**src/rtl/tap_delay_bank_pkg.sv**
```systemverilog
// rtl/tap_delay_bank_pkg.sv - shared mode codes, ramp state encoding and helpers for tap_delay_bank
package tap_delay_bank_pkg;

  localparam int MODE_FIXED    = 0;
  localparam int MODE_VARIABLE = 1;
  localparam int MODE_VAR_LOAD = 2;

  typedef enum logic {
    ST_IDLE = 1'b0,
    ST_RAMP = 1'b1
  } ramp_state_t;

  function automatic int div_width(input int n);
    return (n > 1) ? $clog2(n) : 1;
  endfunction

endpackage

```
**src/rtl/tap_delay_chan.sv**
```systemverilog
// rtl/tap_delay_chan.sv - one channel: delay line, tap counter, pipe register, ramp FSM
// Optional macro: TAP_DELAY_SMOOTH_EN (ld ramps tap one step per STEP_DIV cycles)
module tap_delay_chan
  import tap_delay_bank_pkg::*;
#(
  parameter int DW       = 1,
  parameter int TAP_W    = 5,
  parameter int MODE     = 2,
  parameter int INIT_TAP = 0,
  parameter int PIPE_SEL = 0,
  parameter int STEP_DIV = 4
) (
  input  logic             clk,
  input  logic             rst,
  input  logic [DW-1:0]    din,
  output logic [DW-1:0]    dout,
  input  logic             ce,
  input  logic             inc,
  input  logic             ld,
  input  logic             ldpipe_en,
  input  logic [TAP_W-1:0] cnt_in,
  output logic [TAP_W-1:0] cnt_out,
  output logic             busy
);

  localparam int DEPTH = 2 ** TAP_W;
  localparam logic [TAP_W-1:0] INIT = TAP_W'(INIT_TAP);
  localparam bit CTRL_EN = (MODE != MODE_FIXED);

  logic [DW-1:0]    sr   [DEPTH-1];
  logic [DW-1:0]    taps [DEPTH];
  logic [TAP_W-1:0] tap, tap_n, pipe, pipe_n, load_val, stepped;

  // taps[0] is din itself so tap 0 still gives one register of latency
  always_comb begin
    taps[0] = din;
    for (int i = 1; i < DEPTH; i++) taps[i] = sr[i-1];
  end

  always_ff @(posedge clk or posedge rst) begin
    if (rst) begin
      for (int i = 0; i < DEPTH - 1; i++) sr[i] <= '0;
      dout <= '0;
    end else begin
      sr[0] <= din;
      for (int i = 1; i < DEPTH - 1; i++) sr[i] <= sr[i-1];
      dout <= taps[tap];
    end
  end

  assign load_val = (MODE == MODE_VAR_LOAD) ? ((PIPE_SEL != 0) ? pipe : cnt_in) : INIT;
  assign stepped  = inc ? tap + TAP_W'(1) : tap - TAP_W'(1);
  assign pipe_n   = (CTRL_EN && ldpipe_en) ? cnt_in : pipe;
  assign cnt_out  = tap;

`ifdef TAP_DELAY_SMOOTH_EN
  localparam int DIV_W = div_width(STEP_DIV);
  localparam logic [DIV_W-1:0] DIV_LAST = DIV_W'(STEP_DIV - 1);

  ramp_state_t      state, state_n;
  logic [TAP_W-1:0] tgt, tgt_n, tgt_req, toward;
  logic [DIV_W-1:0] div, div_n;

  assign tgt_req = ld ? load_val : tgt;
  assign toward  = (tgt_req > tap) ? tap + TAP_W'(1) : tap - TAP_W'(1);
  assign busy    = (state == ST_RAMP);

  always_comb begin
    state_n = state;
    tap_n   = tap;
    tgt_n   = tgt;
    div_n   = div;
    if (CTRL_EN) begin
      case (state)
        ST_IDLE: begin
          if (ld) begin
            tgt_n = load_val;
            div_n = '0;
            if (load_val != tap) state_n = ST_RAMP;
          end else if (ce) begin
            tap_n = stepped;
            tgt_n = stepped;
          end
        end
        ST_RAMP: begin
          // retarget keeps the divider phase; ce is ignored while ramping
          tgt_n = tgt_req;
          if (tgt_req == tap) begin
            state_n = ST_IDLE;
            div_n   = '0;
          end else if (div == DIV_LAST) begin
            div_n = '0;
            tap_n = toward;
            if (toward == tgt_req) state_n = ST_IDLE;
          end else begin
            div_n = div + DIV_W'(1);
          end
        end
        default: state_n = ST_IDLE;
      endcase
    end
  end

  always_ff @(posedge clk or posedge rst) begin
    if (rst) begin
      state <= ST_IDLE;
      tgt   <= INIT;
      div   <= '0;
    end else begin
      state <= state_n;
      tgt   <= tgt_n;
      div   <= div_n;
    end
  end
`else
  assign busy = 1'b0;

  always_comb begin
    tap_n = tap;
    if (CTRL_EN) begin
      if (ld)      tap_n = load_val;
      else if (ce) tap_n = stepped;
    end
  end
`endif

  always_ff @(posedge clk or posedge rst) begin
    if (rst) begin
      tap  <= INIT;
      pipe <= '0;
    end else begin
      tap  <= tap_n;
      pipe <= pipe_n;
    end
  end

endmodule

```
**src/rtl/tap_delay_bank.sv**
```systemverilog
// rtl/tap_delay_bank.sv - NCH-channel programmable clock-cycle tap delay bank
// Optional macro: TAP_DELAY_SMOOTH_EN (forwarded to every tap_delay_chan)
module tap_delay_bank
  import tap_delay_bank_pkg::*;
#(
  parameter int NCH      = 4,
  parameter int DW       = 1,
  parameter int TAP_W    = 5,
  parameter int MODE     = MODE_VAR_LOAD,
  parameter int INIT_TAP = 0,
  parameter int PIPE_SEL = 0,
  parameter int STEP_DIV = 4
) (
  input  logic                 clk,
  input  logic                 rst,
  input  logic [NCH*DW-1:0]    din,
  output logic [NCH*DW-1:0]    dout,
  input  logic [NCH-1:0]       ce,
  input  logic [NCH-1:0]       inc,
  input  logic [NCH-1:0]       ld,
  input  logic [NCH-1:0]       ldpipe_en,
  input  logic [NCH*TAP_W-1:0] cnt_in,
  output logic [NCH*TAP_W-1:0] cnt_out,
  output logic [NCH-1:0]       busy
);

  for (genvar k = 0; k < NCH; k++) begin : g_chan
    tap_delay_chan #(
      .DW       (DW),
      .TAP_W    (TAP_W),
      .MODE     (MODE),
      .INIT_TAP (INIT_TAP),
      .PIPE_SEL (PIPE_SEL),
      .STEP_DIV (STEP_DIV)
    ) u_chan (
      .clk       (clk),
      .rst       (rst),
      .din       (din[k*DW +: DW]),
      .dout      (dout[k*DW +: DW]),
      .ce        (ce[k]),
      .inc       (inc[k]),
      .ld        (ld[k]),
      .ldpipe_en (ldpipe_en[k]),
      .cnt_in    (cnt_in[k*TAP_W +: TAP_W]),
      .cnt_out   (cnt_out[k*TAP_W +: TAP_W]),
      .busy      (busy[k])
    );
  end

endmodule
```
**config.mk**
```make
export PLATFORM = sky130hd
export DESIGN_NAME = tap_delay_bank
export DESIGN_NICKNAME = d
export VERILOG_FILES = /design/src/rtl/tap_delay_bank_pkg.sv /design/src/rtl/tap_delay_chan.sv /design/src/rtl/tap_delay_bank.sv
export SDC_FILE = /design/constraint.sdc
export NUM_CORES = 1
export LEC_CHECK = 0
export ABC_AREA = 1
export CAP_MARGIN = 20
export CORE_ASPECT_RATIO = 0.75
export CORE_UTILIZATION = 30
export DETAILED_ROUTE_END_ITERATION = 8
export DONT_BUFFER_PORTS = 1
export GPL_TIMING_DRIVEN = 0
export PLACE_DENSITY = 0.46
export SYNTH_ARGS = -nofsm -noshare
export SYNTH_HDL_FRONTEND = slang
export SYNTH_SLANG_ARGS = --single-unit
```
**constraint.sdc**
```tcl
create_clock -name clk -period 11.8 [get_ports clk]
set_input_delay 1.18 -clock clk [delete_from_list [all_inputs] [get_ports clk]]
set_output_delay 1.18 -clock clk [all_outputs]
set_load 0.1 [all_outputs]
```
# After elaboration in Yosys (flattened, before gate mapping)
# Cells that the tools add are included.
# op_classes
magnitude_cmp,4
reduce_logical,4
n_bitwise,4
add_sub_neg,8
muxes,24
# op_table
cell,n
$mux W5,12
$ge A6 B6 Y1 const B,4
$not A5 Y6,4
$add A5 B1 Y5 const B,4
$bmux W1 S5,4
$sub A5 B1 Y5 const B,4
$mux W1,8
$reduce_bool A2 Y1,4
# word_totals
out_inout_bits,28
ff_bits,148
in_bits,42

# Depth between registers and ports, before layout
# logic_depth
ltp_word,4
depth_mapped,11

# By module
# From an unflattened synthesis, not the netlist that was laid out.
# hier_totals
cells_unflattened,620
area_unflattened_um2,6120.9
# modules_own_cells
mod,area_each_um2,seq_area_each_um2,cells_per_inst,instances
tap_delay_chan,1530.2,925.9,155,4

# Worst setup path before layout
# No wires, ideal clock.
# synth_path
path_kind,register -> register
from,register g_chan[0].u_chan.tap[0]
to,register g_chan[0].u_chan.tap[4]
t_required_ps,11665
stages_incl_launch_ff,8
arrival_ps,2160
setup_time_ps,135
period_less_slack_ps,2295
setup_slack_ps,9505
path_buffers,2
cell_sequence,dfrtp_1 -> buf_6 -> inv_8 -> buf_8 -> fa_1 -> o21ai_0 -> xor2_1 -> o21ai_0
# synth_between
elab_chain_len,4
# synth_rtl
item,line,rtl
"start, declared",tap_delay_chan.sv:32,"logic [TAP_W-1:0] tap, tap_n, pipe, pipe_n, load_val, stepped;"
"start signal, assigned",tap_delay_chan.sv:132,tap <= tap_n;
$sub A5 B1 Y5 or $add A5 B1 Y5 (tied branches),tap_delay_chan.sv:52,assign stepped = inc ? tap + TAP_W'(1) : tap - TAP_W'(1);
$mux W5 (*),tap_delay_chan.sv:52,
$mux W5 (*),tap_delay_chan.sv:122,else if (ce) tap_n = stepped;
$mux W5 (*),tap_delay_chan.sv:121,if (ld) tap_n = load_val;
# Every way passes the cells marked *; elsewhere a longest branch is shown, timed or not. The select of a mux whose other input is x is not followed.
# A chain may end at the register's enable or synchronous reset.

# Worst setup path after layout
# layout_path
from,register g_chan[1].u_chan.tap[2]
to,output port cnt_out[7]
# layout_lines
item,line,rtl
"start, declared",tap_delay_chan.sv:32,
"start signal, assigned",tap_delay_chan.sv:132,
"end, declared",tap_delay_bank.sv:23,"output logic [NCH*TAP_W-1:0] cnt_out,"
# No word-level cell between the ends.

==> results by group <==
Yosys
  • Cell taking the most area after synthesis: dfrtp_1
  • Synth top area share: 61.1%
  • Avg Cell Area, Syn: 10.1 um2
  • Seq/Total Area, Yosys: 61.1%
  • FF+latch count, synth: 148
  • Synth top area cells: dfrtp_1, nand2_1, nand3_1
  • Yosys Warn Count: 0
  • Netlist cell types: 24
  • Synth Instances: 599
  • Mapped cell area: 6070 um2

GRT
  • Antenna violations before repair: 0
  • GRT Residual Overflow: 0
  • First-pass GRT wire length: 21000 um
  • Vias in the first global route: 4093
  • Largest net degree at the start of global routing: 95
  • Overall Global Routing Usage: 12.9%

Power
  • Psw: 461 uW
  • Part of the power in registers: 46.8%
  • VDD IR max: 0.0802 mV
  • Pint: 926 uW
  • Leakage: 0.00333 uW
  • Combinational group share of total power: 17.7%
  • PD cells: 199 nW/um2
  • Net Sw Frac: 33.2%
  • Clock power share: 35.5%

Timing
  • Final setup violation count: 0
  • Unrepaired setup endpoints after global routing: no
  • Slew headroom: 22.4%
  • Worst slew pin tran: 1160 ps
  • Tmin final: 2720 ps
  • Layout Skew: 6.23 ps
  • Final hold vios: 0
  • TNS Setup: 0 ps
  • Hold slack: 368 ps
  • FMAX: 368 MHz
  • Slew Limit Fails: 0
  • Period utilization: 23.0%

Final layout
  • Antenna diodes: 0
  • Non-filler cells, final: 886
  • Layout Nets: 681
  • Most frequent cells in the layout: nand2_1, dfrtp_1, nand3_1, inv_1, clkbuf_16
  • Area growth from synthesis to layout: 15.2%
  • Most common cell after layout, fill and taps aside: nand2_1
  • Layout cells sized above 1: 11.2%

Status
  • Failing checks: design-rule violations
  • Status: complete, but fails checks

Critical path
  • CP Capture Type: primary output
  • WP data arrival: 1540 ps
  • R2R cell count: 6
  • Path length in cells of the critical path: 0
  • Maximum net fanout on the critical path: 7
  • Crit path kind: flop to primary output
  • R2R Setup Slk: 9280 ps
  • RR Startpoint: g_chan[2].u_chan.cnt_out[0]
  • WP data required: 10620 ps
  • R2r endpoint: g_chan[2].u_chan.cnt_out[4]
  • CP Launch Type: flop

Drt
  • Total Routed Length: 12100 um
  • Post-route ant nets: 0
  • Number of vias per cell: 4.50
  • DR DRC count: 2
  • DR vias: 3991
  • Detailed Route Iter0 Violations: 207
  • Wire length per cell: 13.7 um
  • Drt first pass iters: 6

Place
  • DP HPWL: 8060 um
  • GPL Wtd Cong: 0.820
  • DP Cell Count: 857
  • Port-buffer cells: 0

Die
  • Die Ht: 125 um
  • Row cnt: 44
  • Chip Width: 166 um
  • Initial core utilization: 30.9%
  • Die ar.: 20800 um2
  • Ports: 70
  • Core footprint: 19600 um2

Clocking
  • # H-tree levels: 4
  • Clk pin slew, worst setup/hold paths: 60 ps
  • Post-CTS resize count: 0
  • Clock Latency Late Sink: 420 ps
  • CTS tree: yes
  • CTS sink count: 148
  • CTS root buf: clkbuf_16
  • Setup bufs post-CTS: 0
  • Max clock buf depth: 2
  • Hold bufs inserted after CTS: 0
  • CTS Buf Count: 17

Job
  • Max-cap violations: 0

Worst hold path
  • Hold EP: g_chan[3].u_chan.sr[16]
  • Worst hold stages: 0
  • Hold path start: g_chan[3].u_chan.sr[17]
  • Hold crit path type: flop to flop
==> flip-flops by register name, indices dropped and copies added, names as in the netlist <==
signal,cells
g_chan.u_chan.sr,124
g_chan.u_chan.dout,4
g_chan.u_chan.cnt_out,20
==> worst register-to-register path, cell delays in order (launching register included) <==
cell and delay [ps]:
dfrtp_1 990, inv_2 270, buf_6 240, fa_1 420, o21ai_0 230, xor2_1 160
o21ai_0 80
==> layer usage <==
| layer | global-route usage (%) | part of all wire, % | wire length, um | vias to the layer above |
|---|---|---|---|---|
| met1 | 18.2 | 52 | 6300 | 1928 |
| li1 | - | - | - | 2005 |
| met4 | 4.62 | 1.2 | 144 | 0 |
| met2 | 18.0 | 42 | 5150 | 48 |
| met5 | 0 | 0 | 0 | - |
| met3 | 4.50 | 4.5 | 542 | 10 |
==> how the worst max path moves through the flow <==
stage,start,endpoint,slack [ps]
floorplan,rst,g_chan[0].u_chan.cnt_out[0],6640
global placement,rst,g_chan[0].u_chan.cnt_out[1],5070
detailed placement,g_chan[2].u_chan.cnt_out[0],g_chan[2].u_chan.cnt_out[4],9260
CTS,g_chan[0].u_chan.cnt_out[2],cnt_out[2],9050
global route,g_chan[1].u_chan.cnt_out[2],cnt_out[7],9040
finish,g_chan[1].u_chan.cnt_out[2],cnt_out[7],9080
==> power groups by stage <==
stage | Combinational, uW | Sequential [uW] | Clock, uW
2_1_floorplan | 200 | 651 | 0
3_3_place_gp | 239 | 662 | 0
3_5_place_dp | 248 | 659 | 0
4_1_cts | 249 | 651 | 511
5_1_grt | 276 | 655 | 532
6_report | 245 | 650 | 493
==> area by class of cell <==
type                       instances  area (um2)
fill                            1983       12600
sequential                       148        3700
multi-input combinational        389        1960
clock buffer                      24         482
tap                              253         317
buffer                            24         240
inverter                          41         174
timing repair buffer               2        55.1
clock inverter                     5        52.6
==> stage by stage <==
step | util (%) | cell area [um2] | setup WS (ps) | total power (uW)
after global placement | 32.6 | 6390 | 5070 | 901
after detailed placement | 32.9 | 6450 | 9260 | 908
final | 35.7 | 6990 | 9080 | 1390
after global routing | 35.7 | 6990 | 9040 | 1460
after floorplan | - | 6080 | 6640 | 851
after CTS | 35.7 | 6990 | 9050 | 1410
==> kinds of logic after synthesis <==
family	Yosys count	synth area share, %
flops	148	61.1
compound gates	41	4.35
fa+ha+maj	16	3.80
xor+xnor	15	2.17
other cells	1	0.0618
buf+inv	65	6.75
simple gates	313	21.8
==> cells in the mapped netlist <==
cell and n:
nand2_1 196, buf_2 4, ha_1 12, o21ai_0 13
dfrtp_1 148, conb_1 1, o211ai_1 3, a21oi_1 8
o221ai_1 6, nand2_2 11, o311ai_0 1, inv_8 2
buf_12 2, nand3_1 97, buf_4 8, buf_8 2
xor2_1 13, buf_6 8, inv_2 6, fa_1 4
a22oi_1 10, xnor2_1 2, inv_1 33, nor2_1 9
Note: power is estimated with default switching activity, not from simulation.
